$ cat src/rtl/pixel_fb_writer.sv
// pixel_fb_writer: buffers pixels from a drawing source into a small FIFO and
// writes them to a framebuffer port one per cycle; can also fill the whole screen
// with a single colour on request.
// Ports: Clock/Resetn (sync, active-low); VGA_x/VGA_y/VGA_color/VGA_write + ready
// for pixel input; clear/clear_color to request a fill; mem_addr/mem_data/mem_we
// for the framebuffer write port; busy and drop_count for status.
module pixel_fb_writer #(
  parameter int nX          = 8,
  parameter int nY          = 7,
  parameter int COLOR_DEPTH = 3,
  parameter int XMAX        = 160,
  parameter int YMAX        = 120,
  parameter int FDEPTH_LOG2 = 3
) (
  input  logic                   Clock,
  input  logic                   Resetn,
  input  logic [nX-1:0]          VGA_x,
  input  logic [nY-1:0]          VGA_y,
  input  logic [COLOR_DEPTH-1:0] VGA_color,
  input  logic                   VGA_write,
  output logic                   ready,
  input  logic                   clear,
  input  logic [COLOR_DEPTH-1:0] clear_color,
  output logic [14:0]            mem_addr,
  output logic [COLOR_DEPTH-1:0] mem_data,
  output logic                   mem_we,
  output logic                   busy,
  output logic [7:0]             drop_count
);

  localparam int          DEPTH     = 1 << FDEPTH_LOG2;
  localparam int          EW        = 15 + COLOR_DEPTH;
  localparam logic [14:0] LAST_ADDR = 15'(XMAX * YMAX - 1);

  typedef enum logic [1:0] {IDLE, DRAIN, CLEAR} state_t;

  state_t                   state;
  logic                     clr_pending;
  logic [COLOR_DEPTH-1:0]   clr_color;
  logic [14:0]              clr_addr;

  // FIFO storage and pointers; DEPTH is a power of two so pointers wrap naturally
  logic [EW-1:0]            fifo_mem [DEPTH];
  logic [FDEPTH_LOG2-1:0]   wr_ptr;
  logic [FDEPTH_LOG2-1:0]   rd_ptr;
  logic [FDEPTH_LOG2:0]     count;
  logic                     fifo_empty;
  logic                     fifo_full;

  logic                     in_range;
  logic [14:0]              pix_addr;
  logic                     push;
  logic                     pop;
  logic [EW-1:0]            head;

  assign fifo_empty = (count == '0);
  assign fifo_full  = (count == (FDEPTH_LOG2+1)'(DEPTH));

  assign ready = !fifo_full && !clr_pending && (state != CLEAR);

  assign in_range = (int'(VGA_x) < XMAX) && (int'(VGA_y) < YMAX);
  assign pix_addr = 15'(VGA_y) * 15'(XMAX) + 15'(VGA_x);

  // Out-of-range pixels are still accepted (consumed) but never stored
  assign push = VGA_write && ready && in_range;
  assign pop  = (state == DRAIN) && !fifo_empty;
  assign head = fifo_mem[rd_ptr];

  assign busy = !fifo_empty || clr_pending || (state != IDLE) || mem_we;

  always_ff @(posedge Clock) begin
    if (push) begin
      fifo_mem[wr_ptr] <= {pix_addr, VGA_color};
    end
  end

  always_ff @(posedge Clock) begin
    if (!Resetn) begin
      wr_ptr <= '0;
      rd_ptr <= '0;
      count  <= '0;
    end else begin
      if (push) wr_ptr <= wr_ptr + 1'b1;
      if (pop)  rd_ptr <= rd_ptr + 1'b1;
      case ({push, pop})
        2'b10:   count <= count + 1'b1;
        2'b01:   count <= count - 1'b1;
        default: count <= count;
      endcase
    end
  end

  always_ff @(posedge Clock) begin
    if (!Resetn) begin
      state       <= IDLE;
      clr_pending <= 1'b0;
      clr_color   <= '0;
      clr_addr    <= '0;
      mem_addr    <= '0;
      mem_data    <= '0;
      mem_we      <= 1'b0;
      drop_count  <= '0;
    end else begin
      mem_we <= 1'b0;

      if (VGA_write && !ready && (drop_count != 8'hFF)) begin
        drop_count <= drop_count + 8'd1;
      end

      // A clear request only latches when nothing is already pending or running,
      // so this never collides with the pending-clear below (which needs pending=1)
      if (clear && !clr_pending && (state != CLEAR)) begin
        clr_pending <= 1'b1;
        clr_color   <= clear_color;
      end

      case (state)
        IDLE: begin
          if (!fifo_empty) begin
            state <= DRAIN;
          end else if (clr_pending) begin
            state       <= CLEAR;
            clr_pending <= 1'b0;
            clr_addr    <= '0;
          end
        end
        DRAIN: begin
          if (!fifo_empty) begin
            mem_we   <= 1'b1;
            mem_addr <= head[EW-1:COLOR_DEPTH];
            mem_data <= head[COLOR_DEPTH-1:0];
          end else if (clr_pending) begin
            state       <= CLEAR;
            clr_pending <= 1'b0;
            clr_addr    <= '0;
          end else begin
            state <= IDLE;
          end
        end
        CLEAR: begin
          mem_we   <= 1'b1;
          mem_addr <= clr_addr;
          mem_data <= clr_color;
          if (clr_addr == LAST_ADDR) begin
            state <= IDLE;
          end else begin
            clr_addr <= clr_addr + 15'd1;
          end
        end
        default: state <= IDLE;
      endcase
    end
  end

endmodule
$ cat config.mk
export PLATFORM = sky130hd
export DESIGN_NAME = pixel_fb_writer
export DESIGN_NICKNAME = d
export VERILOG_FILES = /design/src/rtl/pixel_fb_writer.sv
export SDC_FILE = /design/constraint.sdc
export NUM_CORES = 1
export LEC_CHECK = 0
export ABC_AREA = 0
export BUFFER_PORTS_ARGS = -buffer_cell sky130_fd_sc_hd__buf_4
export CORE_MARGIN = 8
export CORE_UTILIZATION = 49
export DETAILED_ROUTE_END_ITERATION = 8
export PLACE_DENSITY_LB_ADDON = 0.2
export SETUP_SLACK_MARGIN = 0.1
export SKIP_CTS_REPAIR_TIMING = 1
export SLEW_MARGIN = 10
export SYNTH_ARGS = -nofsm -noshare
export SYNTH_HDL_FRONTEND = slang
export SYNTH_SLANG_ARGS = --single-unit
$ cat constraint.sdc
create_clock -name Clock -period 3.65 [get_ports Clock]
set_clock_uncertainty 0.15 [all_clocks]
set_input_delay 1.095 -clock Clock [delete_from_list [all_inputs] [get_ports Clock]]
set_output_delay 1.095 -clock Clock [all_outputs]
set_load 0.02 [all_outputs]
* After elaboration in Yosys (flattened, before gate mapping)
Memory sizes are Yosys's and may differ from the RTL's. A register that Yosys moved wholly into a read port is not among the register bits. Cells that the tools add are included.
Word-level totals: register bits after elaboration 58, bits in latches 0, RAM bits 144, bits in read-only memories 0, input bits 25, output and inout port bits 29, logic and storage cells 89, memories kept 1
Cells by class: $add $sub $neg 7, multipliers 1, divide/modulo/power cells 0, magnitude comparators 2, eq/ne operators 15, shift operators 0, multiplexer cells 25, bitwise logic cells 0, reduce and logical (&&, ||, !) cells 27
Memory list:
- fifo_mem | words 8, bits a word 18, read ports 1, clocked after memory_dff 1, write ports 1, line 43 | logic [EW-1:0] fifo_mem [DEPTH];
Operator list (number):
- $mux W15 | 4
- $pmux W15 S2 | 2
- $add A15 B1 Y15 const B | 1
- $add A15 B8 Y15 | 1
- $eq A15 B15 Y1 const B | 1
- $logic_and A1 B1 Y1 | 10
- $mul A7 B3 Y10 const B | 1
- $mux W2 | 5
- $ne A2 B2 Y1 const B | 5
- $mux W3 | 3
- $add A8 B1 Y8 const B | 1
- $lt A8 B8 Y1 const B | 1
- $ne A8 B8 Y1 const B | 1
- $pmux W4 S2 | 1
- $reduce_bool A2 Y1 | 4
- $lt A7 B7 Y1 const B | 1
- $mux W1 | 7
- $add A3 B1 Y3 const B | 2
- $pmux W2 S3 | 1
- $pmux W3 S2 | 1
- $add A4 B1 Y4 const B | 1
- $eq A2 B1 Y1 const B | 2
- $eq A2 B2 Y1 const B | 2
- $eq A4 B4 Y1 const B | 1
- 12 further kinds | 18

* Logic depth before layout (Yosys ltp)
word-level depth 8, mapped depth 12, mapped depth without buffers 11

* Worst setup path after synthesis
OpenSTA, ideal clock, no wires.
path kind register to register, start point reg state[0], end point mem fifo_mem[6][0] (netlist bit), enable pin, setup time 0.420 ns, arrival 3.531 ns, required time 3.080 ns, slack -0.450 ns, stages on the path, launching flop included 8, buffers on the path 1, clock period less this slack 4.100 ns, cells stage by stage dfxtp_1 inv_1 ha_1 clkbuf_1 nor3_1 nand4_1 or2_2 nor3b_1
Between the ends: cells in the longest elaborated chain, start to end 6
Ends and longest elaborated chain:
- start, declared | line 37 | state_t state;
- start signal, assigned | line 95 | state <= IDLE;
- start signal, assigned | line 120 | state <= DRAIN;
- start signal, assigned | line 122 | state <= CLEAR;
- $ne A2 B2 Y1 | line 59 | assign ready = !fifo_full && !clr_pending && (state != CLEAR);
- $logic_and A1 B1 Y1 | line 59
- net ready | line 21 | output logic ready,
- $logic_and A1 B1 Y1 (2 in a row) | line 65 | assign push = VGA_write && ready && in_range;
- $mux W1 | line 72 | if (push) begin
- $mux W1 (not written as such) | line 73 | fifo_mem[wr_ptr] <= {pix_addr, VGA_color};
- end, declared | line 43
The timed path passes the listed nets, and every way through them passes these cells.

* Final worst setup path
start point in VGA_y[1], end point mem fifo_mem[2][15] (netlist bit), data pin
Between the ends: cells in the longest elaborated chain, start to end 2
Ends and longest elaborated chain:
- start, declared | line 18 | input logic [nY-1:0] VGA_y,
- $mul A7 B3 Y10 | line 62 | assign pix_addr = 15'(VGA_y) * 15'(XMAX) + 15'(VGA_x);
- $add A15 B8 Y15 | line 62
- net pix_addr[12] | line 51 | logic [14:0] pix_addr;
The timed path passes the listed nets, and every way through them passes these cells.

==> out/summary.txt <==
CTS tree - done
maximum clock insertion buffer count - 3
endpoints failing setup - 0
max cap viols - 0
worst skew pair latency - 0.50 ns
CTS clock-pin slew for the worst setup and hold paths - 0.06 ns
GPL Wtd Cong - 0.838
reg2reg start - state[0]
antenna violations before repair - 1
Sinks on Clock Net - 205
die height - 149 um
worst hold margin - 0.340 ns
synth warn - 0
RSZ-0062 raised after global routing - false
Reg2Reg Depth - 11
H-Tree Level Count - 1
CP Max Fanout - 8
leakage - 3.57 nW
vias per cell - 5.73
setup TNS - 0 ns
Critical Path Source - VGA_y[1]
Syn Nets - 622
Iteration-0 DRC Markers - 344
Post-synth EDFFs - 144
wire per inst - 20.0 um
via count - 5125
startpoint types - input port
CP Class - input port to register
placed cells - 855
Total Wirelength - 17900 um
HP Start - mem_addr[13]
root buffer cell - clkbuf_16
main combinational cell family by area after synthesis - multiplexers
non-filler cells, final - 894
sequential element share of the synthesized area - 63.7%
Post-route DRC - 0
adder-cell share of the synthesized area - 3.99%
crit path to - fifo_mem[2][15]
antenna cells - 0
Fmax achieved - 292 MHz
Min-Delay Path Depth - 2
port bufs - 53
Worst-Margin Slew - 0.894 ns
PwrDens - 585 nW/um2
NumNets Final - 705
Arr. time, crit path - 3.49 ns
post-route clock period utilization - 94.0%
largest cells by area after synthesis - edfxtp_1, dfxtp_1, mux4_2
Reg2Reg Capture Point - count[3]
global-route wire length before repair - 28300 um
Worst R2R Setup Slack - 0.71 ns
TritonCTS Buffers - 22
synth unique cells - 58
compound-cell area share of the yosys netlist - 7.90%
I/O Pins - 54
Post-synth ARST share - 0%
commonest non-fill, non-tap cell in the layout - edfxtp_1
Critical Path RT - 3.71 ns
Chip Width - 149 um
commonest non-fill, non-tap cells in the layout - edfxtp_1, buf_4, dfxtp_1
top_reg_cell synth - edfxtp_1
layout cells sized above 1 - 26.2%
Die Area - 22300 um2
syn_area_per_cell - 15.3 um2
Hold Path Class - register to register
post-synthesis simple-gate area fraction - 7.38%
HPWL after DPL - 11600 um
Final min period - 3.43 ns
dpl cell area - 9630 um2
relative slew slack - 39.9%
Post-Syn Area - 8710 um2
area grow syn2layout - 19.5%
Final Cell Area - 10400 um2
cell taking the most area after synthesis - edfxtp_1
antenna-violating nets left - 0
Synth Area in XOR/XNOR - 2.92%
GR Overflow Total - 0
Final Hold Viols - 0
Pre-antenna DRT Iters - 5
maximum number of pins on one net before global-route repair - 24
core region area - 17400 um2
Synth top area share - 49.6%
Seq cells post-synth - 205
Post-Syn Instances - 571
status - finished clean
aggregate global-route resource usage - 16.2%
Worst VDD drop - 0.430 mV
crit end category - register
multiplexer area fraction after synthesis - 12.2%
starting density of the core - 50.2%
number of global-route vias before repair - 5247
row cnt - 48
Slew Viols, Final - 0
stage by stage:
| stage | total power, mW | util, % | setup WS (ns) |
|---|---|---|---|
| final | 6.09 | 60.0 | 0.221 |
| after global routing | 6.34 | 60.0 | 0.123 |
| after CTS | 6.13 | 60.0 | 0.259 |
| after detailed placement | 3.80 | 55.5 | -0.267 |
| after global placement | 3.76 | 55.5 | -0.118 |
| after floorplan | 3.45 | - | 0.160 |
routing by layer:
metal / up-vias / part of all wire (%) / GRT usage, %
met5: - / 0.067 / 0
met4: 2 / 1.4 / 4.54
met3: 24 / 6.9 / 3.13
met2: 158 / 48 / 26.7
met1: 2546 / 43 / 21.3
li1: 2395 / - / -
how the worst min path moves through the flow:
stage                        end  slack [ns]
detailed placement  mem_addr[13]        0.33
floorplan              wr_ptr[2]        0.31
global placement       wr_ptr[2]        0.33
finish              mem_addr[13]        0.34
CTS                    wr_ptr[2]        0.34
global route           wr_ptr[2]        0.37
sequential cells by signal, summed over array words and instances (netlist names), named ones only:
signal and cells:
state 2, mem_we 1, mem_addr 15, clr_pending 1
clr_color 3, wr_ptr 3, count 4, clr_addr 15
mem_data 3, drop_count 8, rd_ptr 3, fifo_mem 144
synth_stat cells, types with 2 or more instances:
master     instances
edfxtp_1         144
dfxtp_1           61
nor2_1            41
mux4_2            36
o21ai_0           28
mux2i_1           25
ha_1              23
xnor2_1           22
a22oi_1           19
clkbuf_1          15
inv_1             15
nand2_1           14
a21oi_1           11
a211oi_1           8
nand4_1            8
buf_2              7
nand3_1            7
xor2_1             7
nor3b_1            6
nand2b_1           5
nor3_1             5
o21a_1             5
or3_1              4
and4_1             3
fa_1               3
nor2b_1            3
o21bai_1           3
o31ai_1            3
a2111oi_4          2
a21o_1             2
a31oi_1            2
and3_1             2
nand3b_1           2
nor4_4             2
nor4b_1            2
o211a_1            2
or2_2              2
or4_1              2
report_power, final:
group	internal, mW	switching, mW
Sequential	2.65	0.0956
Combinational	0.423	0.585
Clock	1.49	0.853
Total	4.56	1.53
critical path, stage by stage:
cell	delay, ns
buf_4	0.11
ha_1	0.28
ha_1	0.22
fa_1	0.41
a211oi_1	0.40
o21bai_1	0.16
o21a_1	0.14
buf_4	0.14
xnor2_1	0.51
logic make-up (layout without fill, tap and decap cells):
logic type / count (synthesis) / after routing
mux: 61 / 61
fa+ha+maj: 26 / 26
buf+inv: 40 / 138
compound gates: 95 / 95
flops: 205 / 205
xor+xnor: 29 / 29
simple gates: 115 / 115
cell type report:
type,instances,area [um2]
clock buffers,31,669
clock inverters,8,115
fillers,1290,6950
inverters,15,56.3
multi-input cells,326,3020
flip-flops and latches,205,5550
well taps,225,282
repair buffers,84,718
Power figures use the tool's default switching activity.
